--- config.mk ---
export PLATFORM = sky130hd
export DESIGN_NAME = apb_rsp_collector
export DESIGN_NICKNAME = d
export VERILOG_FILES = /design/src/rtl/apb_rsp_collector.sv
export SDC_FILE = /design/constraint.sdc
export NUM_CORES = 1
export LEC_CHECK = 0
export ABC_AREA = 1
export BUFFER_PORTS_ARGS = -buffer_cell sky130_fd_sc_hd__buf_2
export CELL_PAD_IN_SITES_DETAIL_PLACEMENT = 0
export CELL_PAD_IN_SITES_GLOBAL_PLACEMENT = 1
export CORE_MARGIN = 3
export CORE_UTILIZATION = 30
export CTS_CLUSTER_SIZE = 10
export DETAILED_ROUTE_END_ITERATION = 6
export GPL_ROUTABILITY_DRIVEN = 0
export PLACE_DENSITY_LB_ADDON = 0.1
export SLEW_MARGIN = 10
export SYNTH_ARGS = -nofsm -noshare
export SYNTH_HDL_FRONTEND = slang
export SYNTH_SLANG_ARGS = --single-unit
--- constraint.sdc ---
create_clock -name pclk -period 3.4 [get_ports pclk]
set_input_delay 0.68 -clock pclk [delete_from_list [all_inputs] [get_ports pclk]]
set_output_delay 0.68 -clock pclk [all_outputs]
set_load 0.1 [all_outputs]
--- src/rtl/apb_rsp_collector.sv ---
// rtl/apb_rsp_collector.sv - passive APB observer packing completed transfers into a stream FIFO
//
// Purpose:
//   Watches a shared APB bus (up to four slaves), tracks the transfer phase,
//   detects completed transfers and packs each captured one into a 22-bit word
//   {addr[21:18], data[17:2], slave_idx[1:0]}. Words are held in a
//   first-word-fall-through circular buffer and offered on a valid/ready stream.
//   Illegal bus sequences and buffer overruns are reported through sticky flags.
//
// Ports:
//   pclk, prst               clock, synchronous active-high reset
//   psel1..psel4             slave selects
//   penable, pwrite, pready  APB phase, direction, slave ready
//   paddr, pwdata, prdata    APB address and data buses
//   log_writes               1 = capture write transfers as well as reads
//   m_ready                  downstream accepts the head word
//   clr_err                  clears overflow, proto_err and drop_cnt
//   m_valid, m_data          head word of the buffer
//   count                    number of buffered words
//   overflow                 sticky: completion dropped while full
//   proto_err                sticky: illegal APB sequence observed
//   drop_cnt                 dropped completions, saturating at 255

module apb_rsp_collector #(
    parameter int DEPTH = 8,
    parameter int CNT_W = 4
) (
    input  logic              pclk,
    input  logic              prst,
    input  logic              psel1,
    input  logic              psel2,
    input  logic              psel3,
    input  logic              psel4,
    input  logic              penable,
    input  logic              pwrite,
    input  logic              pready,
    input  logic [3:0]        paddr,
    input  logic [15:0]       pwdata,
    input  logic [15:0]       prdata,
    input  logic              log_writes,
    input  logic              m_ready,
    input  logic              clr_err,
    output logic              m_valid,
    output logic [21:0]       m_data,
    output logic [CNT_W-1:0]  count,
    output logic              overflow,
    output logic              proto_err,
    output logic [7:0]        drop_cnt
);

    localparam int PTR_W = (DEPTH > 1) ? $clog2(DEPTH) : 1;

    typedef enum logic [1:0] {
        ST_IDLE   = 2'd0,
        ST_SETUP  = 2'd1,
        ST_ACCESS = 2'd2
    } state_t;

    state_t              r_state;
    state_t              w_state_nxt;

    logic [21:0]         r_mem [DEPTH];
    logic [PTR_W-1:0]    r_wr_ptr;
    logic [PTR_W-1:0]    r_rd_ptr;
    logic [CNT_W-1:0]    r_count;
    logic                r_overflow;
    logic                r_proto_err;
    logic [7:0]          r_drop_cnt;

    logic                w_any_sel;
    logic [2:0]          w_sel_cnt;
    logic                w_one_sel;
    logic                w_multi_sel;
    logic [1:0]          w_slave_idx;
    logic                w_in_xfer;
    logic                w_complete;
    logic                w_proto_bad;
    logic                w_push_req;
    logic                w_full;
    logic                w_pop;
    logic                w_push;
    logic                w_drop;
    logic [21:0]         w_word;

    // ------------------------------------------------------------------
    // Bus decode
    // ------------------------------------------------------------------
    assign w_any_sel   = psel1 | psel2 | psel3 | psel4;
    assign w_sel_cnt   = 3'(psel1) + 3'(psel2) + 3'(psel3) + 3'(psel4);
    assign w_one_sel   = (w_sel_cnt == 3'd1);
    assign w_multi_sel = (w_sel_cnt > 3'd1);

    // Only meaningful when exactly one select is high.
    always_comb begin
        w_slave_idx = 2'd0;
        if (psel2) w_slave_idx = 2'd1;
        if (psel3) w_slave_idx = 2'd2;
        if (psel4) w_slave_idx = 2'd3;
    end

    // ------------------------------------------------------------------
    // Phase tracker
    // ------------------------------------------------------------------
    always_ff @(posedge pclk) begin
        if (prst) begin
            r_state <= ST_IDLE;
        end else begin
            r_state <= w_state_nxt;
        end
    end

    always_comb begin
        w_state_nxt = ST_IDLE;
        if (w_any_sel) begin
            w_state_nxt = penable ? ST_ACCESS : ST_SETUP;
        end
    end

    // A completion must follow a setup (or a wait-stated access); an
    // access straight out of IDLE is a protocol error, never a capture.
    assign w_in_xfer   = (r_state == ST_SETUP) || (r_state == ST_ACCESS);
    assign w_complete  = w_one_sel & penable & pready & w_in_xfer;

    assign w_proto_bad = w_multi_sel
                       | (penable & w_any_sel & (r_state == ST_IDLE))
                       | (penable & ~w_any_sel);

    assign w_push_req  = w_complete & (~pwrite | log_writes);
    assign w_word      = {paddr, (pwrite ? pwdata : prdata), w_slave_idx};

    // ------------------------------------------------------------------
    // Buffer control
    // ------------------------------------------------------------------
    assign w_full  = (r_count == CNT_W'(DEPTH));
    assign w_pop   = (r_count != '0) & m_ready;
    // A pop in the same cycle frees the slot, so a push while full is
    // still accepted when the head is leaving.
    assign w_push  = w_push_req & (~w_full | w_pop);
    assign w_drop  = w_push_req & w_full & ~w_pop;

    always_ff @(posedge pclk) begin
        if (prst) begin
            for (int i = 0; i < DEPTH; i++) begin
                r_mem[i] <= '0;
            end
        end else if (w_push) begin
            r_mem[r_wr_ptr] <= w_word;
        end
    end

    always_ff @(posedge pclk) begin
        if (prst) begin
            r_wr_ptr <= '0;
            r_rd_ptr <= '0;
            r_count  <= '0;
        end else begin
            if (w_push) begin
                r_wr_ptr <= r_wr_ptr + 1'b1;
            end
            if (w_pop) begin
                r_rd_ptr <= r_rd_ptr + 1'b1;
            end
            case ({w_push, w_pop})
                2'b10:   r_count <= r_count + 1'b1;
                2'b01:   r_count <= r_count - 1'b1;
                default: r_count <= r_count;
            endcase
        end
    end

    // ------------------------------------------------------------------
    // Sticky error reporting; a clear wins over a same-cycle set.
    // ------------------------------------------------------------------
    always_ff @(posedge pclk) begin
        if (prst) begin
            r_overflow  <= 1'b0;
            r_proto_err <= 1'b0;
            r_drop_cnt  <= '0;
        end else if (clr_err) begin
            r_overflow  <= 1'b0;
            r_proto_err <= 1'b0;
            r_drop_cnt  <= '0;
        end else begin
            if (w_proto_bad) begin
                r_proto_err <= 1'b1;
            end
            if (w_drop) begin
                r_overflow <= 1'b1;
                if (r_drop_cnt != 8'hFF) begin
                    r_drop_cnt <= r_drop_cnt + 8'd1;
                end
            end
        end
    end

    // ------------------------------------------------------------------
    // Outputs
    // ------------------------------------------------------------------
    assign m_valid   = (r_count != '0);
    assign m_data    = r_mem[r_rd_ptr];
    assign count     = r_count;
    assign overflow  = r_overflow;
    assign proto_err = r_proto_err;
    assign drop_cnt  = r_drop_cnt;

endmodule
==> out/qor.tcl <==
set qor(rows) 63
set qor(detailed_place.area_um2) 10700
set qor(syn_inst) 914
set qor(detail_route.drc_violations) 0
set qor(synth.top_cells.by_area) {edfxtp_1 (57%), nor2_1 (14%), dfxtp_1 (5.4%), nand2_1 (4.4%), o32ai_1 (4.2%)}
set qor(p_int_w) 0.00552
set qor(swShare_pct) 42.0
set qor(synth.yosys.seq_area_share_pct) 62.8
set qor(grt_overflow) 0
set qor(final_hold_viol_count) 0
set qor(setup_tns_ns) 0
set qor(max_freq_mhz) 325
set qor(yosysWarnings) 0
set qor(max-clock-path-buffers) 3
set qor(clk-insertion-delay-late_ns) 0.52
set qor(mean_instance_size_in_the_synthesized_netlist_um2) 10.1
set qor(report.final.slew_viol_count) 0
set qor(tritoncts_num_sinks) 201
set qor(yosys.cell_types.count) 28
set qor(largest_net_degree_at_the_start_of_global_routing) 54
set qor(power.combinational.fraction_pct) 44.5
set qor(inserted_clock_buffers) 24
set qor(setup_repair_after_global_routing_missed_its_margin) {no}
set qor(totalWireLength_um) 26000
set qor(synth.net_count) 974
set qor(netlist_area_um2) 9210
set qor(die_x_um) 181
set qor(ioPinCount) 85
set qor(clock_tree.htree_level_count) 1
set qor(power.density_nw_per_um2) 835
set qor(antenna-diode-count) 0
set qor(max-vdd-ir-drop_mv) 0.621
set qor(drt_iter0_markers) 372
set qor(timing.setup.critical_path_class) {flop to output port}
set qor(port-buffer-count) 84
set qor(post-cts-setup-buffers) 0
set qor(final_cell_mix) {nor2_1 (333), edfxtp_1 (176), nand2_1 (99)}
set qor(timing.max_cap.violations) 0
set qor(leakagePower_nw) 4.64
set qor(maxSlewHeadroom_pct) 44.8
set qor(fin_crit_sh_pct) 90.6
set qor(die_height_um) 181
set qor(grt_util_all_layers_pct) 15.7
set qor(finalSetupViolCount) 0
set qor(detailedPlacementHpwl_um) 15900
set qor(outcome) {finished, final reports clean}
set qor(worst_hold_path_type) {primary input to flop}
set qor(ys_seq_elements) 201
set qor(worstPathArrival_ns) 2.40
set qor(drt_first_pass_iters) 5
set qor(critPathLaunchType) {flop}
set qor(layout.core_utilization_pct) 38.1
set qor(period_minus_slack_ns) 3.08
set qor(slew_at_the_pin_with_the_worst_max_slew_slack_ns) 0.805
set qor(root_buffer) {clkbuf_16}
set qor(netSwitchingPower_w) 0.00400
set qor(cp_max_fo) 36
set qor(seq_power_share_pct) 30.6
set qor(post_route_cells_drive_above_1_share_pct) 17.5
set qor(finalNonFillerCells) 1421
set qor(cts_tree) {built}
set qor(detailroute.via_count) 6733
set qor(grt_antenna_before_repair) 0
set qor(final.hold.worst_slack_ns) 0.366
set qor(wl_per_cell_um) 18.3
set qor(route.detailed.vias_per_inst) 4.74
set qor(initial_utilization_pct) 30.7
set qor(clk_pwr_share_pct) 24.9
set qor(design.die.area_um2) 32800
set qor(finClkSkew_ns) 0.0115
set qor(placed_cells_incl_taps) 1377
set qor(layout.cells.most_common) {nor2_1}
set qor(crit_required_ns) 2.72
set qor(first_pass_grt_wire_length_um) 40200
set qor(area_delta_synth_final_pct) 23.9
set qor(coreArea_um2) 30000
set qor(drtAntennaViolNets) 0
set qor(cp_capture_type) {output port}
set qor(synth_largest_type_area_fraction_pct) 57.4
set qor(fin_nets) 1073
set qor(finalInstanceArea_um2) 11400
set qor(yosysTopAreaCell) {edfxtp_1}
set qor(clk_pin_slew_ns) 0.06
set qor(vias_in_the_first_global_route) 6753
cell usage after synthesis:
cell type,instances
a21boi_0,1
a21oi_1,20
buf_1,2
buf_2,24
buf_6,3
clkbuf_1,24
dfxtp_1,25
edfxtp_1,176
fa_1,2
ha_1,10
inv_1,31
inv_2,2
mux2i_1,16
nand2_1,108
nand2_2,7
nand3_1,17
nand3_2,1
nand3_4,2
nand4_1,1
nor2_1,333
nor2_4,2
nor2_8,2
nor3_1,1
o21a_1,1
o21ai_0,53
o32ai_1,44
xnor2_1,3
xor2_1,3
worst max-delay path, cell delays in order, from the launching register on:
cell and delay [ns]:
dfxtp_4 0.45, inv_2 0.13, buf_6 0.29, nor2_1 0.07
o32ai_1 0.41, nand2_1 0.11, nand2_1 0.20, buf_12 0.20
state kept, by name, summed over array words and instances (netlist names), named ones only:
register,count
drop_cnt,8
r_rd_ptr,3
r_state,2
r_wr_ptr,3
overflow,1
r_mem,176
proto_err,1
count,4
area by class of cell:
| class | instances | area, um2 |
|---|---|---|
| clock buffers | 44 | 717 |
| fillers | 3037 | 18500 |
| inverters | 33 | 124 |
| multi-input cells | 627 | 3070 |
| flip-flops and latches | 201 | 5790 |
| well taps | 390 | 488 |
| repair buffers | 126 | 1220 |
metrics by stage:
stage	total power, W	setup slack (ns)
3_3_place_gp	0.00728	0.0444
6_report	0.00952	0.321
5_1_grt	0.00999	0.192
2_1_floorplan	0.00575	0.0764
3_5_place_dp	0.00726	0.00808
4_1_cts	0.00966	0.0594
kinds of logic after synthesis:
| kind of cell | count (synthesis) | synth area share (%) |
|---|---|---|
| and+or+nand+nor | 474 | 20.7 |
| DFF | 201 | 62.8 |
| AOI/OAI and AO/OA | 119 | 8.32 |
| buffers and inverters | 86 | 4.08 |
| muxes | 16 | 1.74 |
| adders and majority gates | 12 | 1.79 |
| xor gates and xnor gates | 6 | 0.571 |
repair_timing:
item | in CTS | in global routing
hold buffers | 0 | 0
setup endpoints to repair | 0 | 2
gates resized for setup | 0 | 2
final timing paths:
kind / start / to / slack (ns) / cells after the start
worst min-delay path: penable / r_state[0] / 0.37 / 2
worst max-delay path: flop / m_data[13] / 0.32 / 7
worst min register to register: r_rd_ptr[2] / flop / 0.47 / 2
worst max register to register: r_state[1] / count[3] / 1.28 / 15
power groups by stage:
| stage | Combinational [W] | Sequential, W | Clock, W |
|---|---|---|---|
| floorplan | 0.00270 | 0.00306 | 0 |
| global placement | 0.00431 | 0.00297 | 0 |
| detailed placement | 0.00429 | 0.00297 | 0 |
| CTS | 0.00430 | 0.00292 | 0.00244 |
| global route | 0.00452 | 0.00294 | 0.00253 |
| finish | 0.00424 | 0.00291 | 0.00237 |
layer usage:
layer  part of all wire (%)  routed length, um  track usage, %
met5                      0                  0               0
met4                    1.1                276            3.05
met3                    3.4                883            2.17
met2                     47              12300            25.8
met1                     48              12600            22.2
Power figures use the tool's default switching activity.
